<file path="config.mk">
export PLATFORM = sky130hd
export DESIGN_NAME = axi4lite_reg_slave
export DESIGN_NICKNAME = d
export VERILOG_FILES = /design/src/rtl/axi4lite_pkg.sv /design/src/rtl/axi4lite_wr_collect.sv /design/src/rtl/axi4lite_reg_slave.sv
export SDC_FILE = /design/constraint.sdc
export NUM_CORES = 1
export LEC_CHECK = 0
export CORE_MARGIN = 1.5
export CORE_UTILIZATION = 62
export CTS_BUF_LIST = sky130_fd_sc_hd__clkbuf_4 sky130_fd_sc_hd__clkbuf_8
export DETAILED_ROUTE_END_ITERATION = 8
export PLACE_DENSITY_LB_ADDON = 0.1
export SLEW_MARGIN = 20
export SYNTH_ARGS = -nofsm -noshare
export SYNTH_HDL_FRONTEND = slang
export SYNTH_HIERARCHICAL = 1
export SYNTH_SLANG_ARGS = --single-unit
</file>
<file path="constraint.sdc">
create_clock -name Clk -period 4 [get_ports Clk]
set_input_delay 0.8 -clock Clk [delete_from_list [all_inputs] [get_ports Clk]]
set_output_delay 0.8 -clock Clk [all_outputs]
set_load 0.03 [all_outputs]
</file>
<file path="src/rtl/axi4lite_pkg.sv">
// Shared types and address-decode helpers for the AXI4-Lite register slave.
package axi4lite_pkg;

  typedef enum logic [1:0] {
    OKAY   = 2'd0,
    EXOKAY = 2'd1,
    SLVERR = 2'd2,
    DECERR = 2'd3
  } resp_t;

  function automatic logic addr_hit(
    input logic [63:0] addr,
    input logic [63:0] base,
    input int          nregs,
    input int          n
  );
    return (addr >= base) &&
           (addr < base + 64'(nregs) * 64'(n));
  endfunction

  // n is always a power-of-two constant, so this folds to a shift
  function automatic logic [63:0] addr_idx(
    input logic [63:0] addr,
    input logic [63:0] base,
    input int          n
  );
    return (addr - base) / 64'(n);
  endfunction

endpackage

</file>
<file path="src/rtl/axi4lite_wr_collect.sv">
// One-entry AW and W holding buffers that pair address and data beats
// and emit a single-cycle commit strobe once the B channel is free.
module axi4lite_wr_collect
  import axi4lite_pkg::*;
#(
  parameter int N = 4,
  parameter int A = 32
) (
  input  logic           clk,
  input  logic           rst,
  input  logic           awvalid,
  output logic           awready,
  input  logic [A-1:0]   awaddr,
  input  logic           wvalid,
  output logic           wready,
  input  logic [8*N-1:0] wdata,
  input  logic [N-1:0]   wstrb,
  input  logic           bvalid,
  output logic           commit,
  output logic [A-1:0]   cm_addr,
  output logic [8*N-1:0] cm_data,
  output logic [N-1:0]   cm_strb
);

  logic           aw_full;
  logic           w_full;
  logic [A-1:0]   aw_q;
  logic [8*N-1:0] w_q;
  logic [N-1:0]   s_q;
  logic           aw_hs;
  logic           w_hs;

  assign awready = !rst && !aw_full;
  assign wready  = !rst && !w_full;
  assign aw_hs   = awvalid && awready;
  assign w_hs    = wvalid && wready;

  // A beat handshaking this edge counts as present, so no bubble
  assign commit = !rst && !bvalid &&
                  (aw_full || aw_hs) &&
                  (w_full || w_hs);

  assign cm_addr = aw_full ? aw_q : awaddr;
  assign cm_data = w_full ? w_q : wdata;
  assign cm_strb = w_full ? s_q : wstrb;

  always_ff @(posedge clk) begin
    if (rst) begin
      aw_full <= 1'b0;
      w_full  <= 1'b0;
      aw_q    <= '0;
      w_q     <= '0;
      s_q     <= '0;
    end else if (commit) begin
      aw_full <= 1'b0;
      w_full  <= 1'b0;
    end else begin
      if (aw_hs) begin
        aw_full <= 1'b1;
        aw_q    <= awaddr;
      end
      if (w_hs) begin
        w_full <= 1'b1;
        w_q    <= wdata;
        s_q    <= wstrb;
      end
    end
  end

endmodule

</file>
<file path="src/rtl/axi4lite_reg_slave.sv">
// AXI4-Lite responder over a bank of NREGS byte-strobed registers;
// independent read and write paths, DECERR outside the window.
module axi4lite_reg_slave
  import axi4lite_pkg::*;
#(
  parameter int             N     = 4,
  parameter int             A     = 32,
  parameter int             NREGS = 16,
  parameter logic [A-1:0]   BASE  = 'h100
) (
  input  logic           Clk,
  input  logic           Rst,
  input  logic           AWVALID,
  output logic           AWREADY,
  input  logic [A-1:0]   AWADDR,
  input  logic [2:0]     AWPROT,
  input  logic           WVALID,
  output logic           WREADY,
  input  logic [8*N-1:0] WDATA,
  input  logic [N-1:0]   WSTRB,
  output logic           BVALID,
  input  logic           BREADY,
  output logic [1:0]     BRESP,
  input  logic           ARVALID,
  output logic           ARREADY,
  input  logic [A-1:0]   ARADDR,
  input  logic [2:0]     ARPROT,
  output logic           RVALID,
  input  logic           RREADY,
  output logic [8*N-1:0] RDATA,
  output logic [1:0]     RRESP
);

  localparam int DW = 8 * N;
  localparam int IW = (NREGS > 1) ? $clog2(NREGS) : 1;

  logic [DW-1:0] regs [NREGS];

  logic          commit;
  logic [A-1:0]  cm_addr;
  logic [DW-1:0] cm_data;
  logic [N-1:0]  cm_strb;

  logic          bvalid_q;
  resp_t         bresp_q;
  logic          rvalid_q;
  resp_t         rresp_q;
  logic [DW-1:0] rdata_q;

  logic [63:0]   w_idx_full;
  logic [63:0]   r_idx_full;
  logic [IW-1:0] w_idx;
  logic [IW-1:0] r_idx;
  logic          w_hit;
  logic          r_hit;
  logic          ar_hs;
  logic          unused_ok;

  axi4lite_wr_collect #(
    .N(N),
    .A(A)
  ) u_wr (
    .clk     (Clk),
    .rst     (Rst),
    .awvalid (AWVALID),
    .awready (AWREADY),
    .awaddr  (AWADDR),
    .wvalid  (WVALID),
    .wready  (WREADY),
    .wdata   (WDATA),
    .wstrb   (WSTRB),
    .bvalid  (bvalid_q),
    .commit  (commit),
    .cm_addr (cm_addr),
    .cm_data (cm_data),
    .cm_strb (cm_strb)
  );

  assign w_hit      = addr_hit(64'(cm_addr), 64'(BASE), NREGS, N);
  assign w_idx_full = addr_idx(64'(cm_addr), 64'(BASE), N);
  assign w_idx      = w_idx_full[IW-1:0];

  assign r_hit      = addr_hit(64'(ARADDR), 64'(BASE), NREGS, N);
  assign r_idx_full = addr_idx(64'(ARADDR), 64'(BASE), N);
  assign r_idx      = r_idx_full[IW-1:0];

  assign unused_ok = ^{AWPROT, ARPROT,
                       w_idx_full[63:IW],
                       r_idx_full[63:IW]};

  always_ff @(posedge Clk) begin
    if (Rst) begin
      for (int i = 0; i < NREGS; i++) regs[i] <= '0;
    end else if (commit && w_hit) begin
      for (int b = 0; b < N; b++)
        if (cm_strb[b])
          regs[w_idx][8*b +: 8] <= cm_data[8*b +: 8];
    end
  end

  always_ff @(posedge Clk) begin
    if (Rst) begin
      bvalid_q <= 1'b0;
      bresp_q  <= OKAY;
    end else if (commit) begin
      bvalid_q <= 1'b1;
      bresp_q  <= w_hit ? OKAY : DECERR;
    end else if (bvalid_q && BREADY) begin
      bvalid_q <= 1'b0;
    end
  end

  assign ARREADY = !Rst && !rvalid_q;
  assign ar_hs   = ARVALID && ARREADY;

  // Same-edge write to the same register is not forwarded: old value returns
  always_ff @(posedge Clk) begin
    if (Rst) begin
      rvalid_q <= 1'b0;
      rresp_q  <= OKAY;
      rdata_q  <= '0;
    end else if (ar_hs) begin
      rvalid_q <= 1'b1;
      rresp_q  <= r_hit ? OKAY : DECERR;
      rdata_q  <= r_hit ? regs[r_idx] : '0;
    end else if (rvalid_q && RREADY) begin
      rvalid_q <= 1'b0;
    end
  end

  assign BVALID = bvalid_q;
  assign BRESP  = bresp_q;
  assign RVALID = rvalid_q;
  assign RRESP  = rresp_q;
  assign RDATA  = rdata_q;

endmodule
</file>
==> results of run 1 <==
## worst paths after layout
| check | startpoint | end | slack (ps) | depth (start not counted) |
|---|---|---|---|---|
| max | AWVALID | regs[7][29]$_SDFFCE_PN0P_ | 860 | 8 |
| max reg2reg | u_wr/aw_full$_SDFFE_PP0P_ | regs[7][29]$_SDFFCE_PN0P_ | 900 | 7 |
| min reg2reg | RDATA[8]$_SDFFE_PP0P_ | RDATA[8]$_SDFFE_PP0P_ | 480 | 1 |
| min | RDATA[8]$_SDFFE_PP0P_ | RDATA[8]$_SDFFE_PP0P_ | 480 | 1 |
## flip-flops by register name, summed over array words and instances (netlist names)
signal	flops
BRESP	1
BVALID	1
RDATA	32
RRESP	1
RVALID	1
regs	512
u_wr/aw_full	1
u_wr/aw_q	30
u_wr/s_q	4
u_wr/w_full	1
u_wr/w_q	32
## power by group
part | leakage, nW | total [mW] | internal (mW) | switching, mW
combinational | 4.18 | 1.24 | 0.491 | 0.746
clock | 1.05 | 5.39 | 2.92 | 2.47
sequential | 6.10 | 7.22 | 7.15 | 0.0699
total | 11.3 | 13.8 | 10.6 | 3.29
## critical path: cells and delay by family
family	cells	cell delay, ps
AND/OR/NAND/NOR	5	1260
buffers and inverters	2	820
AO/OA/AOI/OAI	1	520
## area by class of cell
type,instances,area (um^2),share of cell area [%]
Tap cell,592,741,2.34
Timing Repair Buffer,209,2070,6.55
Inverter,4,15.0,0.0475
Clock inverter,35,200,0.633
Clock buffer,148,1790,5.65
Antenna cell,2,5.00,0.0158
Sequential cell,616,17500,55.2
Multi-Input combinational cell,1205,9340,29.5
## metrics by stage
| stage | worst slack, ps | cells | instance area (um^2) |
|---|---|---|---|
| CTS | 902 | 2809 | 31600 |
| finish | 857 | 2811 | 31600 |
| floorplan | 1100 | 2041 | 27800 |
| global route | 739 | 2810 | 31600 |
| global placement | 288 | 2626 | 29600 |
| detailed placement | 208 | 2626 | 29600 |
## placed cells by master (no fill, tap or decap), types with 2 or more instances in the layout
cell type and instances:
nor2_1 521, edfxtp_1 512, clkdlybuf4s50_1 138, mux4_2 128, clkbuf_8 108, dfxtp_1 102
nand2_1 98, mux2i_1 96, mux2_2 66, nand3_1 66, buf_4 56, a41o_1 48
o311ai_0 43, clkbuf_4 40, a22o_1 32, o311ai_1 23, clkinv_1 18, a31o_2 16
buf_12 12, nand4_1 10, clkinv_2 10, nand4_4 9, nor4_1 8, nor3_1 7
nor2b_1 6, and3_1 5, nor2_2 4, nor4b_1 4, clkinvlp_4 4, nor2b_2 3
diode_2 2, and2_1 2, inv_1 2, inv_6 2, buf_6 2, o21bai_2 2
nor3b_4 2, o21ba_2 2, dfxtp_2 2
## layer usage
layer,up-vias,track usage [%]
li1,7873,-
met1,8965,41.8
met2,942,50.2
met3,117,5.18
met4,0,10.9
met5,-,0
==> qor.yml, run 1 <==
critical_path:
  cp-start-kind: "input port"
  endpoint_kind: "flop"
  required_ps: 4300
  cpPeakStageDelay_ps: 570
  crit_fanout: 49
  crit_arrival_ps: 3450
  path_cells: "clkdlybuf4s50_1 > nor2_1 > nor3_1 > nor4b_1 > and4_1 > and2_2 > buf_12 > a41o_1"
  cpMaxStageDelayCell: "clkdlybuf4s50_1"
  worst-setup-path-type: "input port to flop"
die:
  io_pins: 154
  die_h_um: 215
  core_mm2: 0.0442
  die_w_um: 215
  dieArea_mm2: 0.0462
  core.rowCount: 77
  start_util_pct: 63.0
clock_tree:
  numCtsBuffers: 98
  ctsResizeCount: 0
  cts_root_buffer: "clkbuf_8"
  postCtsSetupBuffers: 0
  cts.sinks: 616
  insertion_delay_ps: 690
  tritoncts: "done"
  htree_levels: 3
  clkTransAtPathRegs_ps: 60
  cts_max_path_buffers: 3
  cts_hold_buf: 0
detailed_routing:
  first_pass_iters: 9
  drcViolationCount: 0
  wl_met3_um: 6200
  wl_um: 69800
  wl_met2_um: 34600
  drt_iter0_drc: 1993
  wire_per_inst_um: 24.8
  wl_met1_um: 27400
  num_vias: 17900
  top_layer: "met4"
  routed_via_density: 6.37
  ant_nets: 0
placement:
  portBuffers: 143
  gp_congestion: 0.806
  place.detailed.hpwl_um: 44400
timing:
  fin_skew_ps: 28.8
  hold_viol: 0
  tightest_slew_ps: 1080
  setup_viol: 0
  period_share_pct: 78.6
  rsz0062_at_grt: "false"
  maxSlewHeadroom_pct: 27.8
  maxSlewViolCount: 0
  tns_ps: 0
  finalCriticalPeriod_ps: 3140
  fmax_mhz: 318
  holdWs_ps: 476
pwr:
  p_per_area_mw_per_mm2: 438
  power_mw: 13.8
  vdd_drop_max_uv: 264
  leakagePower_nw: 11.3
grt:
  grt_pass1_wl_um: 106000
  grt_max_degree: 67
  antenna_found_initial: 2
  track_usage_pct: 30.6
  overflow: 0
  grt_pass1_vias: 18400
logic_synthesis:
  syn_avg_cell_area_um2: 13.6
  syn_area_mm2: 0.0278
  synth_nets: 2154
  syn_inst: 2041
  ys_warn_count: 6
final_layout:
  nFillCells: 2929
  fin_nets: 2247
  syn2layout_area_growth_pct: 13.6
  final_util_pct: 71.5
  drive_gt1_share_pct: 21.3
worst_hold_path:
  worst_hold_path_type: "flop to flop"
job:
  drv_cap: 0
status:
  status: "complete, no violations"
(Power assumes the default switching activity.)
==> inputs of run 2 (changes only) <==
- clock period: 4 -> 2.9 ns (I/O delays scaled with it)
==> qor.yml, run 2 (synthesis gave the netlist of run 1 again) <==
status:
  status: "complete, no violations"  # unchanged
timing:
  tightest_slew_ps: 874  # was 1080 ps
  fmax_mhz: 359
  fin_skew_ps: 33.2  # was 28.8 ps
  maxSlewViolCount: 0  # unchanged
  maxSlewHeadroom_pct: 41.7  # was 27.8%
  rsz0062_at_grt: "false"  # unchanged
  hold_viol: 0  # unchanged
  period_share_pct: 96.1
  worst_slack_ps: 112  # was 857 ps
  finalCriticalPeriod_ps: 2790
  setup_viol: 0  # unchanged
grt:
  antenna_found_initial: 0  # was 2
  track_usage_pct: 31.4  # was 30.6%
  grt_pass1_wl_um: 109000  # was 106,000 um
  overflow: 0  # unchanged
  grt_pass1_vias: 18500  # was 18,400
  grt_max_degree: 82  # was 67
final_layout:
  mostFrequentLayoutCells: "nor2_1 (521), edfxtp_1 (512), clkdlybuf4s50_1 (138)"  # unchanged
  fin_nets: 2352  # was 2,247
  largest_register_ffs: 512  # unchanged
  final_common_cell: "nor2_1"  # unchanged
  antenna_cells: 0  # was 2
  drive_gt1_share_pct: 24.8  # was 21.3%
  top_register: "regs"  # unchanged
  syn2layout_area_growth_pct: 18.9  # was 13.6%
  nFillCells: 2750  # was 2,929
  final_util_pct: 74.8  # was 71.5%
pwr:
  vdd_drop_max_uv: 404  # was 264 uV
  p_per_area_mw_per_mm2: 579  # was 438 mW/mm^2
  leakagePower_nw: 12.1  # was 11.3 nW
critical_path:
  cp-start-kind: "flop"  # was input port
  crit_fanout: 17  # was 49
  required_ps: 3420  # was 4300 ps
  crit_start: "u_wr/aw_full$_SDFFE_PP0P_"  # was AWVALID
  worst-setup-path-type: "flop to flop"  # was input port to flop
  crit_arrival_ps: 3310  # was 3450 ps
  r2r-start: "u_wr/aw_full$_SDFFE_PP0P_"  # unchanged
  endpoint_kind: "flop"  # unchanged
die:
  die_w_um: 215  # unchanged
  dieArea_mm2: 0.0462  # unchanged
  core.rowCount: 77  # unchanged
  die_h_um: 215  # unchanged
  io_pins: 154  # unchanged
  start_util_pct: 63.0  # unchanged
  core_mm2: 0.0442  # unchanged
placement:
  portBuffers: 143  # unchanged
  gp_congestion: 0.851  # was 0.806
  place.detailed.hpwl_um: 46800  # was 44,400 um
  dpl_worst_slack_ps: -273  # was 208 ps
clock_tree:
  htree_levels: 3  # unchanged
  cts_max_path_buffers: 3  # unchanged
  insertion_delay_ps: 700  # was 690 ps
  tritoncts: "done"  # unchanged
  cts_hold_buf: 0  # unchanged
  clkTransAtPathRegs_ps: 60  # about the same
  numCtsBuffers: 96  # was 98
  cts.sinks: 616  # unchanged
  cts_root_buffer: "clkbuf_8"  # unchanged
worst_hold_path:
  hp-start: "Rst"  # was RDATA[8]$_SDFFE_PP0P_
  worst_hold_path_type: "input port to flop"  # was flop to flop
detailed_routing:
  ant_nets: 0  # unchanged
  routed_via_density: 6.33  # was 6.37
  drcViolationCount: 0  # unchanged
  drt_iter0_drc: 2096  # was 1,993
  first_pass_iters: 5  # was 9
  wire_per_inst_um: 24.7  # was 24.8 um
  num_vias: 18400  # was 17,900
  wl_um: 71800  # was 69,800 um
job:
  drv_cap: 0  # unchanged
run 2: changes by cell type in the layout (fill, tap and decap cells not counted), moves of 2 or more:
| cell | before | now |
|---|---|---|
| diode_2 | 2 | 0 |
| buf_4 | 56 | 105 |
| buf_12 | 12 | 67 |
| clkinv_1 | 18 | 20 |
| clkbuf_8 | 108 | 104 |
| clkbuf_4 | 40 | 37 |
| clkbuf_16 | 0 | 2 |
run 2: metal layers:
metal	share of wire (%)	global-route usage [%]
met3	11	6.48
met4	2.9	11.4
met1	38	43.3
met5	0	0
met2	48	49.9
run 2: stage by stage:
stage	std cells	area [um^2]	setup TNS [ps]	hold slack (ps)	power, mW
after global routing	2911	33100	0	440	19.7
after global placement	2731	31100	-164250	461	12.0
after floorplan	2041	27800	0	452	11.2
after CTS	2909	33000	0	385	19.2
after detailed placement	2731	31100	-178070	467	12.0
final	2911	33100	0	417	19.2
run 2: final cells by class:
type / count / area [um^2] / share of cell area (%)
tap: 592 / 741 / 2.24
clock inverter: 37 / 206 / 0.624
clock buffer: 141 / 1710 / 5.17
timing repair buffer: 316 / 3600 / 10.9
sequential: 616 / 17500 / 52.8
multi-input combinational: 1205 / 9360 / 28.3
inverter: 4 / 15.0 / 0.0454
run 2: where the power goes:
| part | switching [mW] | total [mW] | internal, mW |
|---|---|---|---|
| Clock | 3.42 | 7.29 | 3.88 |
| Sequential | 0.116 | 9.97 | 9.86 |
| Combinational | 1.06 | 1.90 | 0.840 |
run 2: worst paths after layout:
| kind | cells past startpoint | endpoint | slack, ps |
|---|---|---|---|
| worst min register to register | 1 | RDATA[15]$_SDFFE_PP0P_ | 480 |
| worst min-delay path | 5 | BRESP[0]$_SDFFE_PP0P_ | 420 |
| worst max-delay path | 8 | regs[8][23]$_SDFFCE_PN0P_ | 110 |
| worst max register to register | 8 | regs[8][23]$_SDFFCE_PN0P_ | 110 |
run 2: critical path, stage by stage, from the launching register on:
cell and delay [ps]:
dfxtp_4 410, buf_12 170, mux2_2 350, nor4_1 360, and3_1 310, buf_4 370, nand4_1 250, buf_4 240
nor2_1 140
run 2: timing repair:
action	in CTS	in global routing
resized for setup	0	6
setup endpoints to repair	0	737
buffers inserted	0	0
==> inputs of run 3 (changes only) <==
- SLEW_MARGIN: 20 -> default
==> results of run 3 <==
Final layout, timing and power as in run 2 (identical DEF).
